`src/rtl/yrv_bus_arb_pkg.sv`:
```
// Shared definitions for the yrv bus arbiter: bus transfer encodings,
// arbiter state encodings and default starvation-counter configuration.
package yrv_bus_arb_pkg;

  // mem_trans / cpu_trans encodings; both 10 and 11 are data transfers
  typedef enum logic [1:0] {
    TRANS_IDLE   = 2'b00,
    TRANS_FETCH  = 2'b01,
    TRANS_DATA   = 2'b10,
    TRANS_DATA_X = 2'b11
  } mem_trans_t;

  // DMA_ADDR is only ever a combinational phase (the steal cycle); the
  // state register itself holds CPU_OWN or DMA_DATA
  typedef enum logic [1:0] {
    CPU_OWN  = 2'b00,
    DMA_ADDR = 2'b01,
    DMA_DATA = 2'b10
  } arb_state_t;

  localparam int unsigned ARB_WAIT_W   = 4;
  localparam int unsigned ARB_WAIT_MAX = 8;

endpackage

```
`src/rtl/yrv_bus_arb_wdog.sv`:
```
// yrv_arb_wdog: saturating starvation counter for the bus arbiter.
// Counts while inc is high, clears on clr, sat flags the WAIT_MAX value.
module yrv_arb_wdog
  import yrv_bus_arb_pkg::*;
#(
  parameter int unsigned WAIT_W   = ARB_WAIT_W,
  parameter int unsigned WAIT_MAX = ARB_WAIT_MAX
) (
  input  logic clk,
  input  logic resetb,
  input  logic inc,
  input  logic clr,
  output logic sat
);

  localparam logic [WAIT_W-1:0] CNT_MAX = WAIT_MAX[WAIT_W-1:0];

  logic [WAIT_W-1:0] cnt;

  // clear has priority; count up and hold at CNT_MAX
  always_ff @(posedge clk or negedge resetb) begin
    if (!resetb)                    cnt <= '0;
    else if (clr)                   cnt <= '0;
    else if (inc && cnt != CNT_MAX) cnt <= cnt + 1'b1;
  end

  assign sat = (cnt == CNT_MAX);

endmodule

```
`src/rtl/yrv_bus_arb.sv`:
```
// yrv_bus_arb: cycle-stealing arbiter between the yrv_cpu memory port and a
// secondary master. The cpu keeps priority; a secondary transfer steals one
// address-phase slot, the cpu's completing read data is parked in hold_reg
// and replayed in the following data phase.
// Build option: YRV_ARB_FAIR_EN adds the starvation counter (forced steals).
module yrv_bus_arb
  import yrv_bus_arb_pkg::*;
#(
  parameter int unsigned WAIT_W   = ARB_WAIT_W,
  parameter int unsigned WAIT_MAX = ARB_WAIT_MAX
) (
  input  logic        clk,
  input  logic        resetb,
  input  logic [31:0] cpu_addr,
  input  logic [1:0]  cpu_trans,
  input  logic        cpu_write,
  input  logic        cpu_lock,
  input  logic [3:0]  cpu_ble,
  input  logic [31:0] cpu_wdata,
  output logic        cpu_ready,
  output logic [31:0] cpu_rdata,
  input  logic        dma_req,
  input  logic [31:0] dma_addr,
  input  logic        dma_write,
  input  logic [3:0]  dma_ble,
  input  logic [31:0] dma_wdata,
  output logic        dma_ack,
  output logic [31:0] dma_rdata,
  output logic [31:0] mem_addr,
  output logic [1:0]  mem_trans,
  output logic        mem_write,
  output logic        mem_lock,
  output logic [3:0]  mem_ble,
  output logic [31:0] mem_wdata,
  input  logic        mem_ready,
  input  logic [31:0] mem_rdata
);

  arb_state_t  state, state_nxt, phase;
  logic        steal;
  logic        gap;
  logic        fair_sat;
  logic [31:0] hold_reg;
  logic [31:0] dma_rdata_q;

  // reset is folded in so the bus is pure pass-through while resetb is low
  assign steal = resetb && (state == CPU_OWN) && !gap && dma_req &&
                 mem_ready && !cpu_lock &&
                 ((cpu_trans == TRANS_IDLE) || fair_sat);

`ifdef YRV_ARB_FAIR_EN
  logic wdog_inc;
  logic wdog_clr;

  assign wdog_inc = (state == CPU_OWN) && dma_req && !steal;
  assign wdog_clr = steal || !dma_req;

  yrv_arb_wdog #(
    .WAIT_W   (WAIT_W),
    .WAIT_MAX (WAIT_MAX)
  ) u_wdog (
    .clk    (clk),
    .resetb (resetb),
    .inc    (wdog_inc),
    .clr    (wdog_clr),
    .sat    (fair_sat)
  );
`else
  // no counter: steals only on idle cpu slots; parameters kept for
  // drop-in compatibility of the port/parameter list
  assign fair_sat = (WAIT_MAX > WAIT_W) & 1'b0;
`endif

  // state, steal spacing, parked cpu read data and held secondary read data
  always_ff @(posedge clk or negedge resetb) begin
    if (!resetb) begin
      state       <= CPU_OWN;
      gap         <= 1'b0;
      hold_reg    <= '0;
      dma_rdata_q <= '0;
    end else begin
      state <= state_nxt;
      gap   <= (state == DMA_DATA) && mem_ready;
      if (steal)   hold_reg    <= mem_rdata;
      if (dma_ack) dma_rdata_q <= mem_rdata;
    end
  end

  // next state and bus/port muxing; defaults are the cpu pass-through
  always_comb begin
    state_nxt = state;
    phase     = steal ? DMA_ADDR : state;
    mem_addr  = cpu_addr;
    mem_trans = cpu_trans;
    mem_write = cpu_write;
    mem_lock  = cpu_lock;
    mem_ble   = cpu_ble;
    mem_wdata = cpu_wdata;
    cpu_ready = mem_ready;
    cpu_rdata = mem_rdata;
    dma_ack   = 1'b0;
    dma_rdata = dma_rdata_q;

    case (phase)
      CPU_OWN: begin
        state_nxt = CPU_OWN;
      end
      DMA_ADDR: begin
        // secondary address phase; the cpu's data phase is still on the bus
        state_nxt = DMA_DATA;
        mem_addr  = dma_addr;
        mem_trans = TRANS_DATA;
        mem_write = dma_write;
        mem_lock  = 1'b0;
        mem_ble   = dma_ble;
        cpu_ready = 1'b0;
      end
      DMA_DATA: begin
        // cpu re-issues its stalled address; secondary data phase completes
        mem_wdata = dma_wdata;
        cpu_rdata = hold_reg;
        if (mem_ready) begin
          state_nxt = CPU_OWN;
          dma_ack   = 1'b1;
          dma_rdata = mem_rdata;
        end
      end
      default: begin
        state_nxt = CPU_OWN;
      end
    endcase
  end

endmodule

```
`config.mk`:
```
export PLATFORM = sky130hd
export DESIGN_NAME = yrv_bus_arb
export DESIGN_NICKNAME = d
export VERILOG_FILES = /design/src/rtl/yrv_bus_arb_pkg.sv /design/src/rtl/yrv_bus_arb_wdog.sv /design/src/rtl/yrv_bus_arb.sv
export SDC_FILE = /design/constraint.sdc
export NUM_CORES = 1
export LEC_CHECK = 0
export CELL_PAD_IN_SITES_DETAIL_PLACEMENT = 1
export CELL_PAD_IN_SITES_GLOBAL_PLACEMENT = 1
export CORE_MARGIN = 2
export CORE_UTILIZATION = 26
export DETAILED_ROUTE_END_ITERATION = 6
export PLACE_DENSITY = 0.83
export SLEW_MARGIN = 20
export SYNTH_ARGS = -nofsm -noshare
export SYNTH_HDL_FRONTEND = slang
export SYNTH_SLANG_ARGS = --single-unit
```
`constraint.sdc`:
```
create_clock -name clk -period 2.13 [get_ports clk]
set_input_delay 0.213 -clock clk [delete_from_list [all_inputs] [get_ports clk]]
set_output_delay 0.213 -clock clk [all_outputs]
set_load 0.02 [all_outputs]
```
# --- After elaboration in Yosys (flattened, before gate mapping) ---
# Cells that the tools add are included.
# Widths: inputs -> output; s select.
op_classes:
  n_eq_ne: 4
  mux: 15
  n_reduce_logical: 11
ops:
  columns: ["op", "count"]
  rows:
  - ["$mux 32", 5]
  - ["$logic_and 1x1->1", 7]
  - ["$mux 2", 3]
  - ["$mux 1", 5]
  - ["$eq 2x2->1 const B", 2]
  - ["$logic_not 2->1", 2]
  - ["$mux 4", 1]
  - ["$pmux 2 s2", 1]
  - ["$eq 2x1->1 const B", 1]
  - ["$logic_not 1->1", 2]
  - ["$ne 2x2->1 const B", 1]
word_totals:
  register_bits: 67
  in_bits: 177
  out_inout_bits: 138

# --- Logic depth before layout (Yosys ltp) ---
# Gate-level depths: netlist of run 1.
depth:
  depth_word: 10
  depth_mapped: 4

# --- Worst setup path before layout of run 1 ---
# OpenSTA, ideal clock, no wires.
synth_timing:
  path_kind: "flip-flop to output port"
  start: "reg gap"
  end: "out mem_addr[0]"
  arrival_ns: 1.451
  t_required_ns: 1.917
  path_slack_ns: 0.466
  path_stages_with_launch: 5
  n_path_buf: 1
  cell_sequence: "dfrtp_1 -> nor4b_4 -> nand4_4 -> buf_6 -> mux2_4"
synth_between:
  elab_chain_cells: 9
synth_rtl:
  columns: ["item", "line", "text"]
  rows:
  - ["from (decl)", "yrv_bus_arb.sv:41", "logic gap;"]
  - ["from (signal assigned)", "yrv_bus_arb.sv:83", "gap <= (state == DMA_DATA) && mem_ready;"]
  - ["$logic_not 1->1", "yrv_bus_arb.sv:47", "assign steal = resetb && (state == CPU_OWN) && !gap && dma_req &&"]
  - ["$logic_and 1x1->1 (3 in series)", "yrv_bus_arb.sv:47", null]
  - ["$logic_and 1x1->1 (2 in series)", "yrv_bus_arb.sv:48", "mem_ready && !cpu_lock &&"]
  - ["$mux 2", "yrv_bus_arb.sv:92", "phase = steal ? DMA_ADDR : state;"]
  - ["$eq 2x1->1", "yrv_bus_arb.sv:104", "case (phase)"]
  - ["$mux 32", "yrv_bus_arb.sv:104", null]
  - ["to (decl)", "yrv_bus_arb.sv:29", "output logic [31:0] mem_addr,"]
# No other way between the ends.

# --- Final worst setup path of run 1 ---
layout_timing:
  start: "reg state[1]"
  end: "out mem_addr[0]"
layout_between:
  elab_chain_cells: 10
layout_rtl:
  columns: ["item", "line", "text"]
  rows:
  - ["from (decl)", "yrv_bus_arb.sv:39", "arb_state_t state, state_nxt, phase;"]
  - ["from (signal assigned)", "yrv_bus_arb.sv:82", "state <= state_nxt;"]
  - ["$logic_not 2->1", "yrv_bus_arb.sv:47", null]
  - ["$logic_and 1x1->1 (4 in series)", "yrv_bus_arb.sv:47", null]
  - ["$logic_and 1x1->1 (2 in series)", "yrv_bus_arb.sv:48", null]
  - ["$mux 2 *", "yrv_bus_arb.sv:92", null]
  - ["$eq 2x1->1 *", "yrv_bus_arb.sv:104", null]
  - ["$mux 32 *", "yrv_bus_arb.sv:104", null]
# Mark *: on every way between the ends. The rest lies on a longest branch, timed or not.

==> summary.md, run 1 <==
| Metric | Value |
|---|---|
| Area growth, synth to finish | `86.1%` |
| Core outline area | `16,500 um^2` |
| Min-Delay Path Class | `in -> async` |
| Initial DRC count | `58` |
| Final period util | `100%` |
| Synth top area share | `38.0%` |
| Root buf cell | `clkbuf_16` |
| Fillers | `1,743` |
| Post-layout min period | `2130 ps` |
| Hold_ws | `139 ps` |
| Worst slew margin | `42.8%` |
| Num Clock Sinks | `66` |
| Vias in the first global route | `4,295` |
| Initial Util | `26.4%` |
| DRT antenna net count | `0` |
| Total CTS buffers | `9` |
| Cell Area, Synth | `4350 um^2` |
| Cell accounting for the most synthesized area | `dfrtp_1` |
| GP Congestion | `0.934` |
| Critical path arrival | `1920 ps` |
| Largest net degree at the start of global routing | `67` |
| Wire per inst | `22.0 um` |
| Reg2reg setup slack | `260 ps` |
| PortBufs | `314` |
| Num rows | `47` |
| Ports | `315` |
| Total track usage | `20.5%` |
| WP data required | `1920 ps` |
| DR vias | `3,780` |
| Most frequent cells in the layout | `175 x clkdlybuf4s50_1, 130 x mux2_2, 98 x dlygate4sd2_1` |
| Clk buf depth | `2` |
| DR vias/cell | `4.46` |
| Share of cells above drive strength 1 | `45.0%` |
| Final Core Density | `49.2%` |
| Synthesis-stage register bit count | `66` |
| Worst slack, placed | `-341 ps` |
| Final Setup Violations | `2` |
| Kind of critical path | `reg -> out` |
| F_max | `469 MHz` |
| Post-synthesis sequential area ratio | `38.0%` |
| Initial antenna violation count | `2` |
| Synth Net Count | `472` |
| DRT Pass-1 Iters | `4` |
| Worst Max-Slew Pin Slew | `858 ps` |
| Max cap viols | `0` |
| Critical path startpoint category | `register` |
| Final slew viol count | `0` |
| First-pass GRT wire length | `27,700 um` |
| Netlist cell types | `16` |
| Crit path capture type | `output port` |
| Die area | `17,800 um^2` |
| Crit Reg-Reg Startpoint | `state[1]` |
| Failing checks | `negative setup slack` |
| CTS Hold Buffers Added | `0` |
| Worst-skew pair later-pin latency | `320 ps` |
| Detailed Place HPWL | `14,400 um` |
| RSZ-0062 raised after global routing | `yes` |
| Status | `complete, but fails checks` |
| Die X | `133 um` |
| Area contributors post-synth | `dfrtp_1 38%, mux2_2 34%, mux2_4 23%, buf_6 1.8%, buf_2 1.3%` |
| Setup TNS Final | `-4.78 ps` |
| Most common library cell in the layout ignoring fill and taps | `clkdlybuf4s50_1` |
| Final setup margin | `-3.59 ps` |
| CTS tree | `done` |
| Leakage | `3.83 nW` |
| Synth warnings | `0` |
| Clk_skew | `4.85 ps` |
| R2R cell count | `6` |
| Clock Pin Slew Worst Setup and Hold Paths | `60 ps` |
| Maximum resistive drop on vdd | `0.000414 V` |
| Pwr dens | `643 nW/um^2` |
| H-tree Lvls | `3` |
| Worst-path fanout max | `10` |
| Nets | `799` |
| RR Endpoint | `hold_reg[12]` |
| Mean Syn Cell Area | `14.8 um^2` |
| Synth Instances | `295` |
| Grt ovf | `0` |
| Area after DPL | `7820 um^2` |
| Residual DRC | `0` |
| Routed WL | `18,600 um` |
| Final hold violation count | `0` |
| Post-route cell area | `8100 um^2` |
| Die H | `133 um` |
## power by group
part           switching, mW  internal, mW
registers              0.145          1.54
clock network          0.556          1.02
logic                  0.835          1.11
total                   1.54          3.67
## area by class of cell
class / instances / area [um^2] / area share (%)
multi-input cells: 204 / 2550 / 31.5
flip-flops and latches: 66 / 1650 / 20.4
repair buffers: 338 / 3290 / 40.6
inverters: 3 / 11.3 / 0.139
well taps: 220 / 275 / 3.40
clock inverters: 7 / 93.8 / 1.16
clock buffers: 9 / 225 / 2.78
diodes: 1 / 2.50 / 0.0309
## cells by family after synthesis
family,after synthesis,synth area share [%]
compound gates,1,0.115
buf+inv,25,3.68
flops,66,38.0
mux,197,56.8
simple gates,6,1.50
## worst max-delay path by stage
stage,from,to
after global routing,gap,mem_ble[1]
after floorplan,gap,mem_addr[0]
after CTS,gap,mem_addr[20]
final,state[1],mem_addr[0]
after global placement,cpu_lock,mem_addr[22]
after detailed placement,cpu_lock,mem_addr[0]
## Yosys cell counts
library cell and count:
inv_1 2, nor4b_4 1, nand4_4 1, buf_1 2, o21ai_0 1, nand2b_1 1
mux2_2 130, buf_6 7, dfrtp_1 66, buf_2 11, nor2_1 1, clkinv_1 1
clkbuf_1 2, mux2_4 67, and2_1 1, nand2_1 1
## layer usage
layer,global-route usage [%],wire (um)
met4,5.26,371
met5,0,13
met2,36.1,9450
met3,7.61,1490
met1,23.6,7310
## worst max-delay path: stages, from the launching register on
cell and delay, ps:
dfrtp_2 470, nor2_1 190, nand4_4 150, buf_4 180, buf_16 150, mux2_4 290, buf_4 170
## per-stage QoR
step                std cells  power (mW)
floorplan                 295        2.72
global placement          825        3.79
detailed placement        825        3.85
CTS                       845        5.29
global route              847        5.47
finish                    848        5.21
## timing repair
action,4_1_cts,5_1_grt
setup buffers,1,2
pin swaps,2,2
gates cloned,3,0
resized for setup,302,4
endpoints found under the setup margin,136,40
(Power assumes the default switching activity.)
==> run 2: changes to the inputs <==
--- a/config.mk
+++ b/config.mk
@@ -10,6 +10,7 @@
 export CORE_MARGIN = 2
 export CORE_UTILIZATION = 26
 export DETAILED_ROUTE_END_ITERATION = 6
+export HOLD_SLACK_MARGIN = 0.03
 export PLACE_DENSITY = 0.83
 export SLEW_MARGIN = 20
 export SYNTH_ARGS = -nofsm -noshare
==> results of run 2 <==
The final DEF is identical to that of run 1; final timing and power are the same.
